$ cat src/rtl/inst_loader_ctrl_if.sv
// Handshake and memory-port bundle between the instruction loader and its
// neighbours (UART receiver, debug/control unit, fetch stage, instruction memory).
// The master modport is the environment side; the slave modport is the loader.
interface inst_loader_ctrl_if #(
    parameter int NB_DATA = 32,
    parameter int NBYTE   = 8,
    parameter int NB_ADDR = 7
) ();
    logic                 load_start_i;
    logic [NBYTE-1:0]     byte_i;
    logic                 byte_valid_i;
    logic                 byte_ready_o;
    logic                 fetch_en_i;
    logic                 mem_en_write_o;
    logic [NB_ADDR-1:0]   mem_addr_write_o;
    logic [NB_DATA-1:0]   mem_data_o;
    logic                 mem_en_read_o;
    logic                 busy_o;
    logic                 done_o;
    logic [NB_ADDR:0]     word_count_o;
    logic                 error_o;

    modport master (
        output load_start_i, byte_i, byte_valid_i, fetch_en_i,
        input  byte_ready_o, mem_en_write_o, mem_addr_write_o, mem_data_o,
        input  mem_en_read_o, busy_o, done_o, word_count_o, error_o
    );

    modport slave (
        input  load_start_i, byte_i, byte_valid_i, fetch_en_i,
        output byte_ready_o, mem_en_write_o, mem_addr_write_o, mem_data_o,
        output mem_en_read_o, busy_o, done_o, word_count_o, error_o
    );
endinterface

$ cat src/rtl/inst_loader_ctrl.sv
// Instruction memory loader: assembles a big-endian byte stream into words,
// writes them to the instruction memory and blocks fetch reads while loading.
// A load ends on HALT_WORD (which is itself written) or on the last address.
// Optional build macro INST_LOADER_CHECKSUM_EN adds a CHECK state that compares
// one trailing byte against the XOR of all data bytes and flags error_o.
module inst_loader_ctrl #(
    parameter int                 NB_DATA    = 32,
    parameter int                 NBYTE      = 8,
    parameter int                 N_ELEMENTS = 128,
    parameter int                 NB_ADDR    = 7,
    parameter logic [NB_DATA-1:0] HALT_WORD  = 32'hFFFFFFFF
) (
    input  logic               clock_i,
    input  logic               reset_i,
    inst_loader_ctrl_if.slave  bus
);
    localparam int NB_PER_WORD = NB_DATA / NBYTE;
    localparam int NB_BCNT     = (NB_PER_WORD > 1) ? $clog2(NB_PER_WORD) : 1;
    localparam logic [NB_BCNT-1:0] LAST_BYTE = NB_BCNT'(NB_PER_WORD - 1);
    localparam logic [NB_ADDR-1:0] LAST_ADDR = NB_ADDR'(N_ELEMENTS - 1);

    typedef enum logic [2:0] {
        ST_IDLE  = 3'd0,
        ST_RECV  = 3'd1,
        ST_WRITE = 3'd2,
        ST_DONE  = 3'd3
`ifdef INST_LOADER_CHECKSUM_EN
        , ST_CHECK = 3'd4
`endif
    } state_t;

    state_t              state_q, state_d;
    logic [NB_DATA-1:0]  asm_q, asm_d;        // word under assembly
    logic [NB_BCNT-1:0]  bcnt_q, bcnt_d;      // bytes accepted in current word
    logic [NB_ADDR-1:0]  addr_q, addr_d;      // address of the word being built
    logic [NB_ADDR:0]    wcnt_q, wcnt_d;      // words written this load
    logic [NB_DATA-1:0]  wdata_q, wdata_d;    // memory data port, held outside WRITE
    logic [NB_ADDR-1:0]  waddr_q, waddr_d;    // memory address port, held outside WRITE
`ifdef INST_LOADER_CHECKSUM_EN
    logic [NBYTE-1:0]    xor_q, xor_d;        // running XOR of data bytes
    logic                err_q, err_d;        // sticky checksum mismatch
`endif

    logic byte_ready_s;
    logic byte_take_s;
    logic busy_s;

    // Output decode from the state register.
    always_comb begin
        byte_ready_s = 1'b0;
        busy_s       = 1'b0;
        case (state_q)
            ST_RECV:  begin byte_ready_s = 1'b1; busy_s = 1'b1; end
            ST_WRITE: begin byte_ready_s = 1'b0; busy_s = 1'b1; end
`ifdef INST_LOADER_CHECKSUM_EN
            ST_CHECK: begin byte_ready_s = 1'b1; busy_s = 1'b1; end
`endif
            default:  begin byte_ready_s = 1'b0; busy_s = 1'b0; end
        endcase
    end

    assign byte_take_s = bus.byte_valid_i & byte_ready_s;

    // Next-state and datapath computation.
    always_comb begin
        state_d = state_q;
        asm_d   = asm_q;
        bcnt_d  = bcnt_q;
        addr_d  = addr_q;
        wcnt_d  = wcnt_q;
        wdata_d = wdata_q;
        waddr_d = waddr_q;
`ifdef INST_LOADER_CHECKSUM_EN
        xor_d   = xor_q;
        err_d   = err_q;
`endif
        case (state_q)
            ST_IDLE, ST_DONE: begin
                if (bus.load_start_i) begin
                    state_d = ST_RECV;
                    asm_d   = '0;
                    bcnt_d  = '0;
                    addr_d  = '0;
                    wcnt_d  = '0;
`ifdef INST_LOADER_CHECKSUM_EN
                    xor_d   = '0;
                    err_d   = 1'b0;
`endif
                end else begin
                    state_d = state_q;
                end
            end
            ST_RECV: begin
                if (byte_take_s) begin
                    asm_d = {asm_q[NB_DATA-NBYTE-1:0], bus.byte_i};
`ifdef INST_LOADER_CHECKSUM_EN
                    xor_d = xor_q ^ bus.byte_i;
`endif
                    if (bcnt_q == LAST_BYTE) begin
                        // Latch the completed word onto the memory port for WRITE.
                        bcnt_d  = '0;
                        wdata_d = {asm_q[NB_DATA-NBYTE-1:0], bus.byte_i};
                        waddr_d = addr_q;
                        state_d = ST_WRITE;
                    end else begin
                        bcnt_d  = bcnt_q + 1'b1;
                    end
                end else begin
                    state_d = ST_RECV;
                end
            end
            ST_WRITE: begin
                wcnt_d = wcnt_q + 1'b1;
                if ((wdata_q == HALT_WORD) || (addr_q == LAST_ADDR)) begin
`ifdef INST_LOADER_CHECKSUM_EN
                    state_d = ST_CHECK;
`else
                    state_d = ST_DONE;
`endif
                end else begin
                    addr_d  = addr_q + 1'b1;
                    state_d = ST_RECV;
                end
            end
`ifdef INST_LOADER_CHECKSUM_EN
            ST_CHECK: begin
                if (byte_take_s) begin
                    err_d   = (bus.byte_i != xor_q);
                    state_d = ST_DONE;
                end else begin
                    state_d = ST_CHECK;
                end
            end
`endif
            default: begin
                state_d = ST_IDLE;
            end
        endcase
    end

    // State and datapath registers with synchronous reset.
    always_ff @(posedge clock_i) begin
        if (reset_i) begin
            state_q <= ST_IDLE;
            asm_q   <= '0;
            bcnt_q  <= '0;
            addr_q  <= '0;
            wcnt_q  <= '0;
            wdata_q <= '0;
            waddr_q <= '0;
`ifdef INST_LOADER_CHECKSUM_EN
            xor_q   <= '0;
            err_q   <= 1'b0;
`endif
        end else begin
            state_q <= state_d;
            asm_q   <= asm_d;
            bcnt_q  <= bcnt_d;
            addr_q  <= addr_d;
            wcnt_q  <= wcnt_d;
            wdata_q <= wdata_d;
            waddr_q <= waddr_d;
`ifdef INST_LOADER_CHECKSUM_EN
            xor_q   <= xor_d;
            err_q   <= err_d;
`endif
        end
    end

    assign bus.byte_ready_o     = byte_ready_s;
    assign bus.busy_o           = busy_s;
    assign bus.done_o           = (state_q == ST_DONE);
    assign bus.mem_en_write_o   = (state_q == ST_WRITE);
    assign bus.mem_data_o       = wdata_q;
    assign bus.mem_addr_write_o = waddr_q;
    assign bus.word_count_o     = wcnt_q;
    assign bus.mem_en_read_o    = bus.fetch_en_i & ~busy_s;
`ifdef INST_LOADER_CHECKSUM_EN
    assign bus.error_o          = err_q;
`else
    assign bus.error_o          = 1'b0;
`endif
endmodule

$ cat src/flat_wrapper.sv
// flat-port wrapper written by rule: the top's interface ports become plain ports
module inst_loader_ctrl_flat 
#(
    parameter int                 NB_DATA    = 32,
    parameter int                 NBYTE      = 8,
    parameter int                 N_ELEMENTS = 128,
    parameter int                 NB_ADDR    = 7,
    parameter logic [NB_DATA-1:0] HALT_WORD  = 32'hFFFFFFFF
)
  (clock_i, reset_i, bus_load_start_i, bus_byte_i, bus_byte_valid_i, bus_fetch_en_i, bus_byte_ready_o, bus_mem_en_write_o, bus_mem_addr_write_o, bus_mem_data_o, bus_mem_en_read_o, bus_busy_o, bus_done_o, bus_word_count_o, bus_error_o);
  inst_loader_ctrl_if #(.NB_DATA(NB_DATA), .NBYTE(NBYTE), .NB_ADDR(NB_ADDR)) bus_i ();
  input  logic clock_i;
  input  logic reset_i;
  input wire logic [$bits(bus_i.load_start_i)-1:0] bus_load_start_i;
  input wire logic [$bits(bus_i.byte_i)-1:0] bus_byte_i;
  input wire logic [$bits(bus_i.byte_valid_i)-1:0] bus_byte_valid_i;
  input wire logic [$bits(bus_i.fetch_en_i)-1:0] bus_fetch_en_i;
  output wire logic [$bits(bus_i.byte_ready_o)-1:0] bus_byte_ready_o;
  output wire logic [$bits(bus_i.mem_en_write_o)-1:0] bus_mem_en_write_o;
  output wire logic [$bits(bus_i.mem_addr_write_o)-1:0] bus_mem_addr_write_o;
  output wire logic [$bits(bus_i.mem_data_o)-1:0] bus_mem_data_o;
  output wire logic [$bits(bus_i.mem_en_read_o)-1:0] bus_mem_en_read_o;
  output wire logic [$bits(bus_i.busy_o)-1:0] bus_busy_o;
  output wire logic [$bits(bus_i.done_o)-1:0] bus_done_o;
  output wire logic [$bits(bus_i.word_count_o)-1:0] bus_word_count_o;
  output wire logic [$bits(bus_i.error_o)-1:0] bus_error_o;
  assign bus_i.load_start_i = bus_load_start_i;
  assign bus_i.byte_i = bus_byte_i;
  assign bus_i.byte_valid_i = bus_byte_valid_i;
  assign bus_i.fetch_en_i = bus_fetch_en_i;
  assign bus_byte_ready_o = bus_i.byte_ready_o;
  assign bus_mem_en_write_o = bus_i.mem_en_write_o;
  assign bus_mem_addr_write_o = bus_i.mem_addr_write_o;
  assign bus_mem_data_o = bus_i.mem_data_o;
  assign bus_mem_en_read_o = bus_i.mem_en_read_o;
  assign bus_busy_o = bus_i.busy_o;
  assign bus_done_o = bus_i.done_o;
  assign bus_word_count_o = bus_i.word_count_o;
  assign bus_error_o = bus_i.error_o;
  inst_loader_ctrl #(.NB_DATA(NB_DATA), .NBYTE(NBYTE), .N_ELEMENTS(N_ELEMENTS), .NB_ADDR(NB_ADDR), .HALT_WORD(HALT_WORD)) u_core (.clock_i(clock_i), .reset_i(reset_i), .bus(bus_i));
endmodule
$ cat config.mk
export PLATFORM = sky130hd
export DESIGN_NAME = inst_loader_ctrl_flat
export DESIGN_NICKNAME = d
export VERILOG_FILES = /design/src/rtl/inst_loader_ctrl_if.sv /design/src/rtl/inst_loader_ctrl.sv /design/src/flat_wrapper.sv
export SDC_FILE = /design/constraint.sdc
export NUM_CORES = 1
export LEC_CHECK = 0
export ABC_AREA = 0
export BUFFER_PORTS_ARGS = -buffer_cell sky130_fd_sc_hd__buf_2
export CORE_MARGIN = 2
export CORE_UTILIZATION = 35
export CTS_BUF_LIST = sky130_fd_sc_hd__clkbuf_4 sky130_fd_sc_hd__clkbuf_8
export DETAILED_ROUTE_END_ITERATION = 12
export MAX_ROUTING_LAYER = met4
export SYNTH_ARGS = -nofsm -noshare
export SYNTH_HDL_FRONTEND = slang
export SYNTH_SLANG_ARGS = --single-unit
$ cat constraint.sdc
create_clock -name clock_i -period 2.7 [get_ports clock_i]
set_input_delay 0.135 -clock clock_i [delete_from_list [all_inputs] [get_ports clock_i]]
set_output_delay 0.135 -clock clock_i [all_outputs]
set_load 0.02 [all_outputs]
# Yosys cells after proc, flatten, opt, wreduce, memory -nomap -nowiden
# Index checks and enable logic that the tools add are counted.
[totals]
romBits = 0
mem_bits_rw = 0
elab_cells = 53
out_inout_bits = 53
latchBits = 0
input_bits = 13
n_memories = 0
ff_bits = 83
[op_classes]
multipliers = 0
add_sub_neg = 3
n_reduce_logical = 11
n_eq_ne = 10
n_bitwise = 3
n_mux = 19
n_lt_le_gt_ge = 0
n_shift = 0
div = 0
[op_table]
columns = ["operator", "n"]
rows = [
  ["$mux 24", 2],
  ["$pmux 24 s2", 1],
  ["$eq 32x32->1 const B", 1],
  ["$pmux 8 s2", 1],
  ["$mux 7", 2],
  ["$pmux 7 s2", 1],
  ["$mux 3", 3],
  ["$pmux 3 s3", 1],
  ["$reduce_and 3->1", 3],
  ["$add 8x1->8 const B", 1],
  ["$mux 2", 4],
  ["$mux 8", 1],
  ["$add 7x1->7 const B", 1],
  ["$eq 7x7->1 const B", 1],
  ["$eq 3x2->1 const B", 2],
  ["$ne 2x2->1 const B", 2],
  ["$pmux 2 s2", 1],
  ["$reduce_and 2->1", 2],
  ["$reduce_bool 2->1", 2],
  ["$reduce_or 2->1", 2],
  ["$eq 3x1->1 const B", 1],
  ["$logic_not 3->1", 1],
  ["$ne 3x3->1 const B", 1],
  ["$add 2x1->2 const B", 1],
  ["other kinds (6)", 8],
]

# Longest topological paths before layout
# Gate-level depths: netlist of run 1.
[logic_depth]
depth_word = 5
ltp_mapped = 9

# Worst setup path before layout of run 1
# Ideal clock, no wire load.
[synth_timing]
path_type = "reg2reg"
startpoint = "register u_core.state_q[0]"
endpoint = "register u_core.addr_q[5]"
required_time_ns = 2.583
setup_slack_ns = 0.873
path_stages_with_launch = 9
setup_ns = 0.117
path_buffers = 1
synth_period_minus_slack_ns = 1.827
arrival_time_ns = 1.710
path_cell_list = "dfxtp_1 > inv_1 > ha_1 > buf_4 > mux2_4 > nand2b_1 > a2111oi_2 > o22ai_1 > a22o_1"
[synth_between]
elab_chain_cells = 4
[synth_lines]
columns = ["item", "line_no", "text"]
rows = [
  ["from (decl)", "inst_loader_ctrl.sv:32", "state_t state_q, state_d;"],
  ["from (signal assigned)", "inst_loader_ctrl.sv:156", "state_q <= state_d;"],
  ["$eq 3x2->1 / $logic_not 3->1 (equally long branches)", "inst_loader_ctrl.sv:77", "case (state_q)"],
  ["$reduce_or 2->1", "inst_loader_ctrl.sv:77", ""],
  ["$ne 2x2->1 (no source line) / $reduce_bool 2->1 (equally long branches)", "-", ""],
  ["$reduce_and 3->1 (no source line)", "-", ""],
  ["to (signal assigned)", "inst_loader_ctrl.sv:159", "addr_q <= addr_d;"],
  ["to (decl)", "inst_loader_ctrl.sv:35", "logic [NB_ADDR-1:0] addr_q, addr_d;"],
]
# Several ways; a longest one is shown, not always the timed one.
# A chain may end at the register's enable or synchronous reset.

# Worst setup path after layout of run 1
# Ends and elaborated chain as after synthesis.

==> summary.md, run 1 <==
| Metric | Value |
|---|---|
| Unrepaired setup endpoints after global routing | false |
| PortBufs | 64 |
| Pleak | between 1 and 1.5 nW |
| Commonest non-fill, non-tap cell in the layout | nand2_1 |
| Syn_nets | between 400 and 500 |
| Placeable Area | approximately 9000 µm² |
| Post-cts resize count | 0 |
| Number of global-route vias before repair | between 2000 and 3000 |
| First-pass GRT wire length | 13000 µm |
| PD cells | 734 nW/µm² |
| Synth area leader | dfxtp_1 |
| Fmax achieved | 473 MHz |
| Slew Limit Fails | 0 |
| CTS sink cnt | between 80 and 90 |
| CP Capture Type | register |
| Drt total wl | a little over 8000 µm |
| Worst-margin pin slew | roughly 770 ps |
| Min-Delay Path Class | input pin to register |
| Setup TNS | 0 ps |
| # diodes | 0 |
| Fin crit period | ~2100 ps |
| Routed length per instance | between 10 and 15 µm |
| Number of nets in the layout | 480 |
| DR DRC count | 0 |
| GPL Wtd Cong | 0.827 |
| Synth-to-layout area growth | 16.6% |
| Worst-skew pair later-pin latency | 350 ps |
| Outcome | completed |
| CP Data Arrival Time | roughly 2400 ps |
| Design Power | between 2 and 3 mW |
| VDD IR max | around 0.0003 V |
| 1st-iter DRT viols | 122 |
| Vias/cell | slightly above 5 |
| Post-CTS setup buffers | 0 |
| Synth Cell Area | roughly 3300 µm² |
| Max Buffers Root-to-Sink | 2 |
| Die Ht | just over 100 µm |
| Post-synth ARST share | 0% |
| Post-synth EDFFs | 0 |
| Clock transition at path regs | about 80 ps |
| Die area | 10200 µm² |
| Routed Antenna Nets | 0 |
| Synth Flop Type | dfxtp_1 |
| Mapped Cells | a little over 400 |
| Req. time, crit path | around 3000 ps |
| Sequential cell area fraction in the yosys report | about half |
| Area of the multi-input gates | around 1500 µm² |
| Dominant cells by area after synthesis | dfxtp_1, nand2_1, a21oi_1 |
| Largest net degree at the start of global routing | 74 |
| Clk root buf | clkbuf_8 |
| Num CTS Buffers | 9 |
| Core Rows | 35 |
| Dpl cell area | about 3700 µm² |
| Max-slew headroom | roughly 49% |
| Most frequent cells in the layout | nand2_1, dfxtp_1, a21oi_1 |
| Fin crit share | between 70% and 80% |
| Final HPWL DP | ~5300 µm |
| WS Path Type | register to register |
| Tot GR Track Use | approximately 17% |
| Number of primary I/O pins | 66 |
| Final setup fails | 0 |
| CTS tree | yes |
| Post-Syn Area per Cell | between 8 and 9 µm² |
| Crit path launch type | register |
| Initial Util | ~36% |
| First-pass DRT Iterations | 4 |
| Share of cells above drive strength 1 | between 20% and 30% |
| Max Clock Skew | 12.1 ps |
| Synth top area share | between 40% and 50% |
| Synth Register Bits | 82 |
| Synth cell types | between 40 and 50 |
| Register Area | between 1500 and 2000 µm² |
| Fill cell count | slightly below 1000 |
| GRT overflow | 0 |
| Final hold vios | 0 |
| YS warnings | 0 |
| Post-route cell area | between 3000 and 4000 µm² |
| Initial antenna violation count | 0 |
| Vias | a little under 3000 |
| Number of max-cap violations | 0 |
| Hold Buf Count CTS | 0 |
| Die Width | 101 µm |
| H-tree levels | 3 |
| Worst Path Max Fanout | 12 |
-- critical path: stages, from the launching register on --
cell       delay [ps]
dfxtp_1           370
inv_1              70
ha_1              460
mux2_4            300
nand2b_1          120
a2111oi_2         350
o22ai_1           150
a22o_1            200
-- through the flow --
step	hold slack [ps]	std cells	setup slack (ps)	utilization, %
floorplan	271	407	873	-
global route	23.7	575	464	42.0
CTS	19.6	575	601	42.0
detailed placement	398	561	642	40.2
finish	36.2	575	585	42.0
global placement	396	561	724	40.2
-- logic make-up (layout without fill, tap and decap cells) --
logic type,after synthesis,after routing,synth area share (%)
AOI/OAI and AO/OA,87,87,15.0
xor gates and xnor gates,6,6,1.59
adders and majority gates,6,6,2.27
buffers and inverters,32,89,4.12
DFF,82,82,49.6
muxes,2,2,0.756
other,1,1,0.113
and+or+nand+nor,191,191,26.5
-- area by class of cell --
cell class	count	area share [%]
Multi-Input combinational cell	293	39.7
Clock inverter	3	0.454
Sequential cell	82	42.5
Tap cell	111	3.60
Inverter	5	0.486
Clock buffer	11	3.76
Timing Repair Buffer	70	9.47
-- synth_stat cells (all sizes together) (3+ instances only) --
library cell,count
dfxtp,82
nand3,34
a21oi,70
inv,5
nand2b,4
nor4,3
nand2,115
buf,10
nor2,14
ha,6
xor2,5
clkbuf,17
o21ai,3
nand4,11
-- state kept, by name, summed over array words and instances (netlist names) --
register                     cells
u_core.addr_q                    7
u_core.asm_q                    24
u_core.bcnt_q                    2
u_core.bus.mem_addr_write_o      7
u_core.bus.mem_data_o           32
u_core.bus.word_count_o          8
u_core.state_q                   2
-- path summary, 6_finish.rpt --
| check | from | endpoint | slack [ps] | cells past startpoint |
|---|---|---|---|---|
| min | bus_byte_i[4] | u_core.bus.mem_data_o[4] | 40 | 3 |
| max | u_core.state_q[0] | u_core.addr_q[5] | 580 | 7 |
| max reg2reg | u_core.state_q[0] | u_core.addr_q[5] | 580 | 7 |
| min reg2reg | u_core.bus.mem_addr_write_o[3] | u_core.bus.mem_addr_write_o[3] | 450 | 2 |
-- where the power goes --
part	switching (mW)	leakage (nW)	internal, mW	total [mW]
combinational	0.546	0.753	0.210	0.757
clock	0.420	0.0845	0.356	0.776
sequential	0.0408	0.661	1.26	1.30
-- routing by layer --
layer	up-vias	global-route usage [%]	wire length [µm]
li1	1493	-	-
met1	1354	23.4	4000
met2	94	23.6	3560
met3	13	4.21	483
met4	0	4.16	107
met5	-	-	0
No activity file was read; power rests on OpenSTA's default activity.
==> inputs of run 2 (changes only) <==
Clock period 2.7 ns to 2.22 ns, I/O delays scaled along.
==> run 2 against run 1 <==
Net effect: count of clock-buffer cells in the layout increased by 1; largest power group unchanged; critical path type unchanged; worst setup slack worse by 430 ps; wire length is 0.37% lower; via count rose by 1.9%; combinational power rose by 23%; sequential share of layout area decreased by 1.0 points.
==> summary.md, run 2 (synthesis gave the netlist of run 1 again) <==
| Metric | Value |
|---|---|
| H-tree levels | 3 (unchanged) |
| Placed insts | 564 (+0.53%) |
| Share of cells above drive strength 1 | 20.9% (+0.85 points) |
| Die Ht | 101 µm (unchanged) |
| Number of max-cap violations | 0 (unchanged) |
| Worst-margin pin slew | 623 ps (-148 ps) |
| Finished Layout Cells | 580 (+0.87%) |
| Post-CTS setup buffers | 0 (unchanged) |
| Tot GR Track Use | 16.9% (+0.35 points) |
| Die area | 10200 µm² (unchanged) |
| Initial antenna violation count | 0 (unchanged) |
| Clk root buf | clkbuf_8 |
| Largest net degree at the start of global routing | 40 (-46%) |
| GRT overflow | 0 (unchanged) |
| Min-Delay Path Class | input pin to register |
| Commonest non-fill, non-tap cell in the layout | nand2_1 |
| Number of nets in the layout | 483 (+0.63%) |
| Vias/cell | 5.19 (+1.0%) |
| Vias | 3010 (+1.9%) |
| Worst-skew pair later-pin latency | 350 ps (about the same) |
| Core Rows | 35 (unchanged) |
| Num CTS Buffers | 9 (unchanged) |
| Initial Util | 36.0% (unchanged) |
| Worst hold stages | 3 (unchanged) |
| Routed Antenna Nets | 0 (unchanged) |
| Crit path launch type | register |
| Worst R2R Path Depth | 7 (unchanged) |
| Pleak | 1.55 nW (+3.4%) |
| Slowest library cell on the worst path | ha_1 |
| First-pass GRT wire length | 13400 µm (+3.1%) |
| Final hold vios | 0 (unchanged) |
| WS Path Type | register to register |
| Final HPWL DP | 5600 µm (+5.0%) |
| R2R setup slack | 160 ps (-430 ps) |
| Max-slew headroom | 58.3% (+9.7 points) |
| CTS tree | yes |
| Unrepaired setup endpoints after global routing | false |
| Setup TNS | 0 ps (unchanged) |
| Worst Path Max Fanout | 12 (unchanged) |
| Critical hold path startpoint | bus_byte_i[1] |
| Routed length per instance | 14.0 µm (-1.2%) |
| Req. time, crit path | 2470 ps (-480 ps) |
| Final setup fails | 0 (unchanged) |
| PortBufs | 64 (unchanged) |
| GPL Wtd Cong | 0.889 (+7.6%) |
| Number of primary I/O pins | 66 (unchanged) |
| 1st-iter DRT viols | 107 (-12%) |
| DR DRC count | 0 (unchanged) |
| Crit path cell chain | inv_1 -> ha_1 -> mux2_4 -> nand2b_1 -> a2111oi_2 -> o22ai_1 -> a22o_1 |
| Placeable Area | 9200 µm² (unchanged) |
| Max Clock Skew | 14.7 ps (+2.56 ps) |
| Max reg flops | 32 (unchanged) |
| Hold Buf Count CTS | 0 (unchanged) |
| # diodes | 0 (unchanged) |
| Post-cts resize count | 0 (unchanged) |
| First-pass DRT Iterations | 4 (unchanged) |
| Slew Limit Fails | 0 (unchanged) |
| Number of global-route vias before repair | 2711 (+3.7%) |
| Crit-path leading delay family | compound AO/OA/AOI/OAI gates |
| VDD IR max | 0.000412 V (+34%) |
| R2R Path Start | u_core.state_q[0] |
| Drt total wl | 8130 µm (-0.37%) |
| PD cells | 945 nW/µm² (+29%) |
| Final design utilization | 43.0% (+1.0 points) |
| Max Buffers Root-to-Sink | 2 (unchanged) |
| RR Endpoint | u_core.addr_q[5] |
| Fmax achieved | 484 MHz (+2.5%) |
| Fin crit share | 93.0% (+15 points) |
| Buf/Inv on CP | 1 (unchanged) |
| Fin crit period | 2060 ps (-50.9 ps) |
| Most frequent cells in the layout | nand2_1, dfxtp_1, a21oi_1 |
| CP Capture Type | register |
| Clock transition at path regs | 80 ps (about the same) |
| Hold path endpoint | u_core.bus.mem_data_o[1] |
| CP Data Arrival Time | 2310 ps (-50 ps) |
| CP max stage delay | 460 ps (about the same) |
| CTS sink cnt | 82 (unchanged) |
| Synth-to-layout area growth | 19.4% |
| Die Width | 101 µm (unchanged) |
| Outcome | completed |
## run 2: cell count changes in the layout (fill, tap and decap cells not counted)
cell,before,now
buf_4,6,9
bufinv_16,0,2
clkbuf_8,10,11
clkinv_2,2,1
clkinv_4,0,1
clkinvlp_4,1,0
## run 2: cell type report
cell class	count	area (µm²)
Sequential cell	82	1640
Clock buffer	12	159
Timing Repair Buffer	73	388
Multi-Input combinational cell	293	1530
Tap cell	111	139
Inverter	5	18.8
Clock inverter	4	73.8
Fill cell	928	5250
## run 2: worst register-to-register path, delay by kind of cell (launching register included)
kind / cells / cell delay, ps
buf+inv: 1 / 70
flops: 1 / 360
compound gates: 3 / 680
mux: 1 / 300
simple gates: 1 / 110
fa+ha+maj: 1 / 460
## run 2: metal layers
metal	routed length (µm)	track usage, %	up-vias
li1	-	-	1504
met1	3990	23.1	1405
met2	3580	24.4	93
met3	483	3.04	8
met4	72	7.48	0
met5	0	-	-
## run 2: worst max-delay path by stage
stage	from	endpoint	slack, ps	depth (start not counted)
final	u_core.state_q[0]	u_core.addr_q[5]	160	7
after global routing	u_core.state_q[0]	u_core.addr_q[5]	20	7
after CTS	u_core.state_q[0]	u_core.addr_q[5]	180	7
after detailed placement	u_core.state_q[0]	u_core.addr_q[5]	190	7
after global placement	u_core.state_q[0]	u_core.addr_q[5]	250	7
after floorplan	u_core.state_q[0]	u_core.addr_q[5]	390	8
## run 2: power by group
part	switching [mW]	internal, mW
Combinational	0.652	0.280
Sequential	0.0500	1.53
Clock	0.516	0.708
## run 2: through the flow
step	hold WS (ps)	area [µm²]	setup slack, ps	total power, mW
after global routing	12.7	3950	17.9	3.94
final	15.6	3950	156	3.74
after detailed placement	383	3720	188	2.54
after global placement	374	3720	251	2.55
after floorplan	247	3310	393	2.31
after CTS	5.57	3950	184	3.76
==> inputs of run 3 (changes only) <==
Settings changed: CTS_BUF_LIST sky130_fd_sc_hd__clkbuf_4 sky130_fd_sc_hd__clkbuf_8 to sky130_fd_sc_hd__clkbuf_8, CTS_CLUSTER_SIZE set to 24.
==> run 3 against run 2 <==
Net effect: die area is the same; final cell count unchanged; worst setup slack better by 8.0 ps; critical path depth did not move; count of clock-buffer cells in the layout decreased by 1; register-to-register slack barely moved; power shrank 0.60%; sequential power about the same; critical endpoint unchanged; highest routed layer unchanged.
==> summary.md, run 3 (synthesis gave the netlist of run 1 again) <==
| Metric | Value |
|---|---|
| Outcome | completed |
| Switching power total | 1.21 mW (-0.48%) |
| Setup TNS | 0 ps (unchanged) |
| Slew Limit Fails | 0 (unchanged) |
| Initial antenna violation count | 0 (unchanged) |
| Routed Antenna Nets | 0 (unchanged) |
| Final HPWL DP | 5600 µm (unchanged) |
| First-pass DRT Iterations | 4 (unchanged) |
| Max-slew headroom | 57.4% (-0.91 points) |
| H-tree levels | 3 (unchanged) |
| Req. time, crit path | 2460 ps (about the same) |
| Number of global-route vias before repair | 2696 (-0.55%) |
| Final setup fails | 0 (unchanged) |
| GPL Wtd Cong | 0.889 (unchanged) |
| Max Buffers Root-to-Sink | 2 (unchanged) |
| Worst-skew pair later-pin latency | 350 ps (about the same) |
| Min-Delay Path Class | input pin to register |
| VDD IR max | 0.000411 V (-0.24%) |
| Worst-margin pin slew | 637 ps (+13.6 ps) |
| CTS tree | yes |
| Max Clock Skew | 14.8 ps (+0.101 ps) |
| Core Rows | 35 (unchanged) |
| Share of cells above drive strength 1 | 20.7% (-0.21 points) |
| Switch share | 32.6% (+0.041 points) |
| Number of primary I/O pins | 66 (unchanged) |
| CP Data Arrival Time | 2300 ps (about the same) |
| Comb power frac | 25.0% (about the same) |
| Largest net degree at the start of global routing | 40 (unchanged) |
| Synth-to-layout area growth | 19.3% (about the same) |
| Number of nets in the layout | 483 (unchanged) |
| GRT overflow | 0 (unchanged) |
| Max reg flops | 32 (unchanged) |
| WS Path Type | register to register |
| Fmax achieved | 486 MHz (+0.39%) |
| Most frequent cells in the layout | nand2_1, dfxtp_1, a21oi_1 |
| Pleak | 1.55 nW (about the same) |
| Pre-CTS setup slack | 188 ps (unchanged) |
| CTS sink cnt | 82 (unchanged) |
| Post-cts resize count | 0 (unchanged) |
| Worst Setup Slack, final | 164 ps (+8.03 ps) |
| 1st-iter DRT viols | 108 (+0.93%) |
| Vias/cell | 5.13 (-1.2%) |
| PortBufs | 64 (unchanged) |
| Hold Buf Count CTS | 0 (unchanged) |
| Fin crit share | 92.6% (-0.36 points) |
| Tot GR Track Use | 16.9% (about the same) |
| Unrepaired setup endpoints after global routing | false |
| Clk root buf | clkbuf_8 |
| Final hold vios | 0 (unchanged) |
| Fin crit period | 2060 ps (-8.03 ps) |
| Sequential power share | 42.5% (+0.2 points) |
| Die Ht | 101 µm (unchanged) |
| Die area | 10200 µm² (unchanged) |
| Clock transition at path regs | 80 ps (about the same) |
| # diodes | 0 (unchanged) |
| CP Capture Type | register |
| Crit path launch type | register |
| Num CTS Buffers | 9 (unchanged) |
| DR DRC count | 0 (unchanged) |
| Vias | 2973 (-1.2%) |
| Die Width | 101 µm (unchanged) |
| Worst Path Max Fanout | 12 (unchanged) |
| PD cells | 941 nW/µm² (-0.51%) |
| Placeable Area | 9200 µm² (unchanged) |
| Power Internal | 2.50 mW (-0.66%) |
| Routed length per instance | 14.0 µm (-0.38%) |
| Commonest non-fill, non-tap cell in the layout | nand2_1 |
| Initial Util | 36.0% (unchanged) |
| First-pass GRT wire length | 13500 µm (about the same) |
| Post-CTS setup buffers | 0 (unchanged) |
| Number of max-cap violations | 0 (unchanged) |
| Clock network power share | 32.5% (-0.3 points) |
| Drt total wl | 8090 µm (-0.38%) |
run 3: changes by cell type in the layout (fill, tap and decap cells not counted), sizes merged:
cell	previous run	this run
inv	5	6
clkbuf	12	11
run 3: critical path, stage by stage, from the launching register on:
cell       delay (ps)
dfxtp_1           360
inv_1              70
ha_1              460
mux2_4            300
nand2b_1          110
a2111oi_2         340
o22ai_1           140
a22o_1            190
run 3: metal layers:
metal | up-vias | routed length (µm) | share of wire, % | GRT usage [%]
li1 | 1505 | - | - | -
met1 | 1380 | 4060 | 50 | 23.4
met2 | 84 | 3560 | 44 | 24.5
met3 | 4 | 431 | 5.3 | 2.69
met4 | 0 | 40 | 0.49 | 7.17
met5 | - | 0 | 0 | -
run 3: power groups by stage:
stage	logic, mW	clock network (mW)	registers [mW]
final	0.928	1.21	1.58
after global routing	1.03	1.31	1.59
after CTS	0.930	1.24	1.58
after detailed placement	0.930	0	1.61
after global placement	0.934	0	1.61
after floorplan	0.707	0	1.60
run 3: path summary, 6_finish.rpt:
path | startpoint | end | slack (ps) | cells past startpoint
setup reg to reg | u_core.state_q[0] | u_core.addr_q[5] | 160 | 7
hold reg to reg | u_core.bus.mem_addr_write_o[2] | u_core.bus.mem_addr_write_o[2] | 450 | 2
setup / recovery | u_core.state_q[0] | u_core.addr_q[5] | 160 | 7
hold / removal | bus_byte_i[1] | u_core.bus.mem_data_o[1] | 20 | 3
run 3: metrics by stage:
step	cell area [µm²]	power, mW	hold WS, ps	util, %	std cells
after CTS	3950	3.75	5.57	42.9	580
after global placement	3720	2.55	374	40.4	564
final	3950	3.71	20.1	42.9	580
after global routing	3950	3.92	12.7	42.9	580
after floorplan	3310	2.31	247	-	407
after detailed placement	3720	2.54	383	40.4	564
run 3: cell type report:
class	instances	area [µm²]
multi-input cells	293	1530
flip-flops and latches	82	1640
clock buffers	11	151
inverters	5	18.8
clock inverters	5	77.6
fillers	930	5250
repair buffers	73	388
well taps	111	139
